### src/rtl/piso_tx.sv
// Parallel-in, serial-out transmitter: start bit, WIDTH data bits, optional parity, stop bit.
// Optional even-parity bit is enabled by defining PISO_TX_PARITY_EN.
module piso_tx #(
  parameter int unsigned WIDTH     = 8,
  parameter int unsigned TICK_DIV  = 100000000,
  parameter bit          LSB_FIRST = 1'b1
) (
  input  logic             clk,
  input  logic             rst,
  input  logic [WIDTH-1:0] sw,
  input  logic [1:0]       btn,
  output logic             sout,
  output logic             busy,
  output logic             done,
  output logic [WIDTH-1:0] led
);

  localparam int unsigned TickW = $clog2(TICK_DIV);
  localparam int unsigned BitW  = (WIDTH > 1) ? $clog2(WIDTH) : 1;
  localparam logic [TickW-1:0] TickLast = TickW'(TICK_DIV - 1);
  localparam logic [BitW-1:0]  BitLast  = BitW'(WIDTH - 1);

  typedef enum logic [2:0] {
    StIdle,
    StStart,
    StData,
`ifdef PISO_TX_PARITY_EN
    StParity,
`endif
    StStop
  } state_e;

  state_e           state_q, state_d;
  logic [WIDTH-1:0] shreg_q, shreg_d;
  logic [TickW-1:0] tick_q, tick_d;
  logic [BitW-1:0]  bitcnt_q, bitcnt_d;
  logic             btn0_q;
  logic             sout_d, busy_d, done_d;
  logic [WIDTH-1:0] led_d;
  logic             start, abort, tick_end;
  logic [WIDTH-1:0] shreg_shifted;
`ifdef PISO_TX_PARITY_EN
  logic             parity_q, parity_d;
`endif

  assign start         = btn[0] & ~btn0_q;
  assign abort         = btn[1];
  assign tick_end      = (tick_q == TickLast);
  assign shreg_shifted = LSB_FIRST ? (shreg_q >> 1) : (shreg_q << 1);

  always_comb begin
    state_d  = state_q;
    shreg_d  = shreg_q;
    tick_d   = tick_q;
    bitcnt_d = bitcnt_q;
    done_d   = 1'b0;
`ifdef PISO_TX_PARITY_EN
    parity_d = parity_q;
`endif

    if (state_q != StIdle) begin
      tick_d = tick_end ? '0 : tick_q + 1'b1;
    end

    unique case (state_q)
      StIdle: begin
        if (start) begin
          state_d  = StStart;
          shreg_d  = sw;
          tick_d   = '0;
          bitcnt_d = '0;
`ifdef PISO_TX_PARITY_EN
          parity_d = ^sw;
`endif
        end
      end
      StStart: begin
        if (tick_end) state_d = StData;
      end
      StData: begin
        if (tick_end) begin
          // Shift on the last bit too, so the register is empty during stop.
          shreg_d  = shreg_shifted;
          bitcnt_d = bitcnt_q + 1'b1;
          if (bitcnt_q == BitLast) begin
            bitcnt_d = '0;
`ifdef PISO_TX_PARITY_EN
            state_d  = StParity;
`else
            state_d  = StStop;
`endif
          end
        end
      end
`ifdef PISO_TX_PARITY_EN
      StParity: begin
        if (tick_end) state_d = StStop;
      end
`endif
      StStop: begin
        if (tick_end) begin
          state_d = StIdle;
          done_d  = 1'b1;
        end
      end
      default: state_d = StIdle;
    endcase

    // Abort overrides everything outside idle; start-vs-abort in idle goes to start.
    if ((state_q != StIdle) && abort) begin
      state_d  = StIdle;
      shreg_d  = '0;
      tick_d   = '0;
      bitcnt_d = '0;
      done_d   = 1'b0;
    end

    // Outputs are a registered decode of the next state.
    busy_d = (state_d != StIdle);
    led_d  = busy_d ? shreg_d : '0;
    unique case (state_d)
      StIdle:   sout_d = 1'b1;
      StStart:  sout_d = 1'b0;
      StData:   sout_d = LSB_FIRST ? shreg_d[0] : shreg_d[WIDTH-1];
`ifdef PISO_TX_PARITY_EN
      StParity: sout_d = parity_d;
`endif
      StStop:   sout_d = 1'b1;
      default:  sout_d = 1'b1;
    endcase
  end

  always_ff @(posedge clk) begin
    // Tracked through reset so a button held across release is not a fresh edge.
    btn0_q <= btn[0];
    if (rst) begin
      state_q  <= StIdle;
      shreg_q  <= '0;
      tick_q   <= '0;
      bitcnt_q <= '0;
      sout     <= 1'b1;
      busy     <= 1'b0;
      done     <= 1'b0;
      led      <= '0;
`ifdef PISO_TX_PARITY_EN
      parity_q <= 1'b0;
`endif
    end else begin
      state_q  <= state_d;
      shreg_q  <= shreg_d;
      tick_q   <= tick_d;
      bitcnt_q <= bitcnt_d;
      sout     <= sout_d;
      busy     <= busy_d;
      done     <= done_d;
      led      <= led_d;
`ifdef PISO_TX_PARITY_EN
      parity_q <= parity_d;
`endif
    end
  end

endmodule

### config.mk
export PLATFORM = sky130hd
export DESIGN_NAME = piso_tx
export DESIGN_NICKNAME = d
export VERILOG_FILES = /design/src/rtl/piso_tx.sv
export SDC_FILE = /design/constraint.sdc
export NUM_CORES = 1
export LEC_CHECK = 0
export BUFFER_PORTS_ARGS = -buffer_cell sky130_fd_sc_hd__buf_2
export CORE_UTILIZATION = 50
export CTS_BUF_LIST = sky130_fd_sc_hd__clkbuf_8
export CTS_CLUSTER_SIZE = 40
export DETAILED_ROUTE_END_ITERATION = 16
export GPL_ROUTABILITY_DRIVEN = 0
export PLACE_DENSITY = 0.66
export SLEW_MARGIN = 15
export SYNTH_ARGS = -nofsm -noshare
export SYNTH_HDL_FRONTEND = slang
export SYNTH_SLANG_ARGS = --single-unit
### constraint.sdc
create_clock -name clk -period 2.5 [get_ports clk]
set_input_delay 0.25 -clock clk [delete_from_list [all_inputs] [get_ports clk]]
set_output_delay 0.25 -clock clk [all_outputs]
set_load 0.02 [all_outputs]
# Word level (Yosys, flattened, before mapping)
# Index checks and enable logic that the tools add are counted.
# Widths: inputs -> output; s select.
[totals]
reg_bits = 53
inputBits = 12
out_inout_bits = 11
wordCells = 54
[op_classes]
addsub = 2
eq_ne = 9
n_mux = 21
bitwise = 4
reduce_logical = 9
[ops]
columns = ["operator", "count"]
rows = [
  ["$mux 27", 4],
  ["$add 27x1->27 const B", 1],
  ["$eq 27x27->1 const B", 1],
  ["$mux 3", 9],
  ["$mux 8", 3],
  ["$pmux 8 s2", 1],
  ["$pmux 3 s4", 1],
  ["$eq 3x2->1 const B", 3],
  ["$eq 3x1->1 const B", 2],
  ["$pmux 3 s2", 1],
  ["$reduce_bool 3->1", 2],
  ["$ne 2x2->1 const B", 2],
  ["$reduce_or 2->1", 2],
  ["$add 3x1->3 const B", 1],
  ["$eq 3x3->1 const B", 1],
  ["$logic_not 3->1", 1],
  ["$not 1->1", 3],
  ["$reduce_and 3->1", 1],
  ["$reduce_or 3->1", 1],
  ["$pmux 1 s2", 1],
  ["$reduce_bool 2->1", 1],
  ["$and 1x1->1", 1],
  ["$logic_and 1x1->1", 1],
  ["$mux 1", 1],
]

# Depth between registers and ports, before layout
# Gate-level depths: netlist of the first run.
[depth]
word_depth = 8
mapped_depth = 9
depth_no_buf = 6

# Least setup slack after synthesis of the first run
# Ideal clock, no wire load.
[synth_path]
kind = "flip-flop to flip-flop"
start = "register tick_q[0]"
end = "register led[1]"
setup_time_ps = 79
arrival_ps = 2079
t_required_ps = 2421
setup_slack_ps = 343
path_stages_with_launch = 9
path_buffers = 2
period_less_slack_ps = 2157
cell_sequence = "dfxtp_1 -> ha_1 -> nand3_2 -> or3_1 -> buf_2 -> o221a_4 -> a2111o_1 -> buf_6 -> a32oi_2"
[synth_via]
elab_chain_cells = 7
word_cells_on_any_way = 12
classes_between = "eq/ne (1); mux (8); bitwise (1); reduce/logical (2)"
[synth_lines]
columns = ["item", "line_no", "rtl"]
rows = [
  ["start: declaration", "35", "logic [TickW-1:0] tick_q, tick_d;"],
  ["start signal: assignment", "151", "tick_q <= tick_d;"],
  ["$eq 27x27->1 *", "48", "assign tick_end = (tick_q == TickLast);"],
  ["$mux 3 (on tied branches)", "101, 78, 81", ""],
  ["$pmux 3 s4", "65", "unique case (state_q)"],
  ["$mux 3", "110", "if ((state_q != StIdle) && abort) begin"],
  ["$reduce_bool 3->1", "119", "busy_d = (state_d != StIdle);"],
  ["$not 1->1 (no source line)", "-", ""],
  ["$reduce_or 2->1 (no source line)", "-", ""],
  ["end signal: assignment", "156", "led <= led_d;"],
  ["end: declaration", "15", "output logic [WIDTH-1:0] led"],
]
# Every way passes the cells marked *; elsewhere a longest branch is shown, timed or not.
# A chain may end at the register's enable or synchronous reset.

# Worst setup path in the final report of the first run
[layout_path]
start = "register tick_q[0]"
end = "register led[2]"
# The elaborated chain is that of the path after synthesis.

==> results.yml, run 1 <==
run_status:
  status: "complete, no violations"
sta:
  slew_headroom_pct: 66.68
  rsz0062_at_grt: "no"
  setup_viol: 0
  finalHoldViolations: 0
  fin_crit_ns: 2.364
  worst_slew_pin_slew_ns: 0.4952
  slew_violations: 0
  skew_ns: 0.005217
  fin_crit_sh_pct: 94.57
  worst_slack_ns: 0.1357
  timing.fmax_ghz: 0.4230
  setup_tns_ns: 0
route:
  vias: 2275
  via_per_inst: 5.955
  route.final.wire_length_microns: 5893
  dr_wl_met3_microns: 367
  antenna_left: 0
  met1_length_microns: 2973
  top_layer: "met4"
  drc: 0
  drtIter0Drc: 175
  drtPass1Iterations: 5
  avgRoutedWirePerCell_microns: 15.43
  met2_length_microns: 2502
synth:
  synth_warnings: 0
  synth_area_leader_cell: "dfxtp_1"
  ys_top_cells_by_count: "dfxtp_1, nand2_1, nor2_1"
  yosysMostFrequentCell: "dfxtp_1"
  syn_area_per_cell_sq_um: 8.746
  synthesis.area_sq_mm: 0.002562
  netlist.area_leader.share_pct: 41.41
  synth_edf_count: 0
  yosysSeqAreaShare_pct: 41.41
  syn-instance-count: 293
  synth_area_leaders: "dfxtp_1, nand2_1, a32oi_2"
  syn_nets: 308
  yosysUniqueCellTypes: 52
  synth-main-ff-cell: "dfxtp_1"
  synthArstFlopShare_pct: 0
  synth-seq-cells: 53
clock_network:
  cts.repair.resized: 0
  cts_tree: "done"
  numCtsBuffers: 5
  clk_latency_ns: 0.30
  clock_path_buffers: 2
  ctsHoldBuffers: 0
  htree_num_levels: 2
  cts-root-buf: "clkbuf_8"
  cts_setup_buffers: 0
  cts.sinks: 53
  cts.clk_slew.worst_paths_ns: 0.09
worst_setup_path:
  path_cells: "ha_1 -> nand3_2 -> or3_1 -> o221a_4 -> a2111o_1 -> buf_4 -> a32oi_2"
  cpPeakStageDelay_ns: 0.50
  cp_top_family: "compound AO/OA/AOI/OAI gates"
  cp.arrival_ns: 2.59
  crit_buf_inv: 1
  critical_path.slowest_cell: "or3_1"
  critPathKind: "flop to flop"
  critPathMaxFanout: 10
  endpoint_kind: "flop"
  worstPathRequired_ns: 2.73
  cp-start-kind: "flop"
power_and_ir_drop:
  p_leak_nw: 0.9653
  ir_worst_vdd_mv: 0.3965
  sw_frac_of_total_pct: 23.08
  seq_power_share_pct: 58.1
  clkPwrFrac_pct: 35.3
  power_switching_mw: 0.3410
  p_int_mw: 1.137
  power.density_mw_per_mm2: 519.3
  p_comb_share_pct: 6.7
floorplanning:
  start_util_pct: 53.19
  die_x_microns: 73.59
  boundaryPins: 23
  design.core.area_sq_mm: 0.004817
  die_area_sq_mm: 0.005415
  die_y_microns: 73.59
  fp-row-count: 25
grt:
  antenna_found_initial: 0
  grt_pass1_wl_microns: 9591
  grt_overflow_total: 0
  groute.usage.overall_pct: 23.23
  grt_max_degree: 16
  grt_pass1_vias: 1932
placement:
  dp_cells: 374
  port_buffers: 22
  post-dp-hpwl_microns: 4113
  placed_cell_area_sq_mm: 0.002744
  dp_slack_ns: 0.1616
finish:
  stdcell_count: 382
  final_util_pct: 59.06
  drive_gt1_share_pct: 18.41
  n_antenna_cell: 0
  fillers: 469
  finalNetCount: 329
  final_area_sq_mm: 0.002845
  area_growth_pct: 11.04
min_path:
  hp-class: "primary input to flop"
run:
  max_cap_viol_count: 0
-- flip-flops by register name (all words and copies together) (netlist names) --
signal / cells
shreg_q: 8
done: 1
bitcnt_q: 3
btn0_q: 1
busy: 1
tick_q: 27
sout: 1
led: 8
state_q: 3
-- layout make-up --
cell class              instances  area, sq um  area share, %
multi-input cells             217         1388          48.77
clock buffers                   7        96.34          3.386
flip-flops and latches         53         1061          37.29
inverters                       3        11.26         0.3958
clock inverters                 1        5.005         0.1759
well taps                      67        83.83          2.946
repair buffers                 34        200.2          7.036
-- power groups by stage --
stage	sequential, mW	clock [mW]	combinational, mW
floorplan	0.876	0	0.0648
global placement	0.877	0	0.0974
detailed placement	0.878	0	0.0978
CTS	0.858	0.538	0.0984
global route	0.859	0.567	0.109
finish	0.858	0.521	0.0986
-- placed cells by master (no fill, tap or decap), types with 2 or more instances in the layout --
| cell type | count |
|---|---|
| nor4_1 | 6 |
| mux2i_1 | 2 |
| dfxtp_1 | 53 |
| xnor2_1 | 6 |
| buf_2 | 22 |
| o21ai_0 | 6 |
| or3_1 | 5 |
| inv_1 | 3 |
| a21oi_1 | 14 |
| a41oi_1 | 5 |
| ha_1 | 3 |
| clkbuf_8 | 7 |
| nor2_1 | 23 |
| nand2_1 | 36 |
| nand2b_1 | 5 |
| nand3_1 | 18 |
| nor3_1 | 6 |
| nand4_1 | 11 |
| a31oi_1 | 11 |
| a32oi_2 | 6 |
| and4_1 | 4 |
| and3_1 | 6 |
| buf_4 | 12 |
| a22oi_1 | 5 |
| a311oi_1 | 9 |
| nor4b_1 | 2 |
| xor2_1 | 3 |
| o21a_1 | 2 |
| or4_1 | 2 |
-- worst register-to-register path: cells and delay by family (launching register included) --
kind | cells | cell delay [ns]
buffers and inverters | 1 | 0.21
adders and majority gates | 1 | 0.24
and+or+nand+nor | 2 | 0.62
DFF | 1 | 0.41
AOI/OAI and AO/OA | 3 | 0.82
-- metal layers --
layer	track usage [%]	vias to the layer above
met5	0	-
met4	7.265	0
met3	4.938	4
met2	34.66	70
met1	33.33	1057
li1	-	1144
-- cells by family (layout without fill, tap and decap cells) --
group / after synthesis / count (layout) / synth area share (%)
compound gates: 68 / 68 / 21.29
other cells: 1 / 1 / 0.1463
simple gates: 133 / 133 / 26.95
fa+ha+maj: 3 / 3 / 1.465
buf+inv: 23 / 45 / 4.443
flops: 53 / 53 / 41.41
mux: 3 / 3 / 1.221
xor+xnor: 9 / 9 / 3.076
-- metrics by stage --
step           hold slack [ns]  power, mW
2_1_floorplan           0.2777     0.9410
3_3_place_gp            0.3822     0.9749
3_5_place_dp            0.3904     0.9754
4_1_cts                0.07303      1.494
5_1_grt                0.06976      1.535
6_report               0.08574      1.478
-- worst paths after layout --
| check | start | to | slack (ns) | depth (start not counted) |
|---|---|---|---|---|
| worst max register to register | tick_q[0] | led[2] | 0.14 | 7 |
| worst min register to register | bitcnt_q[1] | bitcnt_q[1] | 0.48 | 2 |
| worst min-delay path | btn[0] | btn0_q | 0.09 | 1 |
| worst max-delay path | tick_q[0] | led[2] | 0.14 | 7 |
No activity file was read; power rests on OpenSTA's default activity.
==> inputs of run 2 (changes only) <==
- PLACE_DENSITY: 0.66 -> 0.79
==> results.yml, run 2 (synthesized netlist as in run 1, its figures left out) <==
run_status:
  status: "complete, no violations"
clock_network:
  cts-root-buf: "clkbuf_8"
  cts.repair.resized: 0
  cts.sinks: 53
  ctsHoldBuffers: 0
  cts.clk_slew.worst_paths_ns: 0.09
  cts_setup_buffers: 0
  clock_path_buffers: 2
  htree_num_levels: 2
  clk_latency_ns: 0.30
  cts_tree: "done"
  numCtsBuffers: 5
worst_setup_path:
  critPathKind: "flop to flop"
  rrSetupSlack_ns: 0.11
  worstReg2RegStart: "tick_q[0]"
  critical_path.slowest_cell: "or3_1"
  cp-startpoint: "tick_q[0]"
  path_cells: "ha_1 -> nand3_2 -> or3_1 -> o221a_4 -> a2111o_1 -> buf_4 -> a32oi_2"
  cp.depth: 7
  worstPathRequired_ns: 2.73
  cp_top_family: "compound AO/OA/AOI/OAI gates"
  crit_buf_inv: 1
  r2r_end: "led[6]"
  endpoint: "led[6]"
  endpoint_kind: "flop"
  critPathMaxFanout: 9
  cp.arrival_ns: 2.62
  cp-start-kind: "flop"
  cpPeakStageDelay_ns: 0.51
  r2r_cells: 7
route:
  drtIter0Drc: 205
  avgRoutedWirePerCell_microns: 13.98
  via_per_inst: 5.839
  vias: 2213
  drc: 0
  antenna_left: 0
  route.final.wire_length_microns: 5299
  drtPass1Iterations: 4
floorplanning:
  start_util_pct: 53.19
  fp-row-count: 25
  die_x_microns: 73.59
  die_y_microns: 73.59
  die_area_sq_mm: 0.005415
  boundaryPins: 23
  design.core.area_sq_mm: 0.004817
sta:
  setup_viol: 0
  fin_crit_sh_pct: 95.50
  fin_crit_ns: 2.388
  rsz0062_at_grt: "no"
  slew_violations: 0
  finalHoldViolations: 0
  skew_ns: 0.008827
  setup_tns_ns: 0
  timing.fmax_ghz: 0.4188
placement:
  post-dp-hpwl_microns: 3781
  port_buffers: 22
power_and_ir_drop:
  power.density_mw_per_mm2: 499.4
  p_int_mw: 1.074
  seq_power_share_pct: 61.3
  power_switching_mw: 0.3263
  clkPwrFrac_pct: 32.1
  ir_worst_vdd_mv: 0.2959
  p_leak_nw: 0.9450
  p_comb_share_pct: 6.6
  sw_frac_of_total_pct: 23.30
  power.total_mw: 1.400
finish:
  final_cell_mix: "dfxtp_1, nand2_1, nor2_1"
  fillers: 438
  reg_top3: "tick_q x27, led x8, shreg_q x8"
  area_growth_pct: 9.424
  regMostFlops: "tick_q"
  n_antenna_cell: 0
  largest_reg_flops: 27
  drive_gt1_share_pct: 17.31
  final_common_cell: "dfxtp_1"
  finalNetCount: 326
grt:
  groute.usage.overall_pct: 20.49
  grt_pass1_vias: 1896
  antenna_found_initial: 0
  grt_pass1_wl_microns: 8694
  grt_max_degree: 22
  grt_overflow_total: 0
min_path:
  hp-class: "primary input to flop"
run:
  max_cap_viol_count: 0
[run 2: worst min path at each step]
| stage | from | to | slack [ns] | depth (start not counted) |
|---|---|---|---|---|
| after floorplan | btn[0] | btn0_q | 0.28 | 0 |
| after global placement | btn[0] | btn0_q | 0.38 | 1 |
| after detailed placement | btn[0] | btn0_q | 0.38 | 1 |
| after CTS | btn[0] | btn0_q | 0.08 | 1 |
| after global routing | btn[0] | btn0_q | 0.08 | 1 |
| final | btn[0] | btn0_q | 0.08 | 1 |
[run 2: layout make-up]
class / count / area [sq um] / area share, %
Multi-Input combinational cell: 217 / 1388 / 49.49
Sequential cell: 53 / 1061 / 37.84
Timing Repair Buffer: 31 / 177.7 / 6.336
Tap cell: 67 / 83.83 / 2.990
Clock buffer: 5 / 68.82 / 2.454
Clock inverter: 3 / 13.76 / 0.4909
Inverter: 3 / 11.26 / 0.4016
[run 2: power groups by stage]
stage | combinational, mW | clock (mW) | sequential [mW]
3_3_place_gp | 0.0910 | 0 | 0.877
6_report | 0.0925 | 0.450 | 0.858
3_5_place_dp | 0.0921 | 0 | 0.878
2_1_floorplan | 0.0648 | 0 | 0.876
4_1_cts | 0.0924 | 0.464 | 0.858
5_1_grt | 0.102 | 0.490 | 0.859
[run 2: metrics by stage]
step           instances  hold slack [ns]  instance area (sq um)  util (%)  worst slack (ns)
3_5_place_dp         371           0.3805                   2721     56.49            0.1214
4_1_cts              379          0.07700                   2804     58.21            0.1080
3_3_place_gp         371           0.3763                   2721     56.49            0.2288
6_report             379          0.08070                   2804     58.21            0.1125
5_1_grt              379          0.07918                   2804     58.21           0.02755
2_1_floorplan        293           0.2777                   2562         -            0.3426
[run 2: layer usage]
metal  track usage, %  vias to the layer above  share of wire, %
li1                 -                     1134                 -
met1            30.43                     1025                52
met2            29.87                       47                43
met3            2.881                        7               3.8
met4            7.692                        0               1.2
met5                0                        -                 0
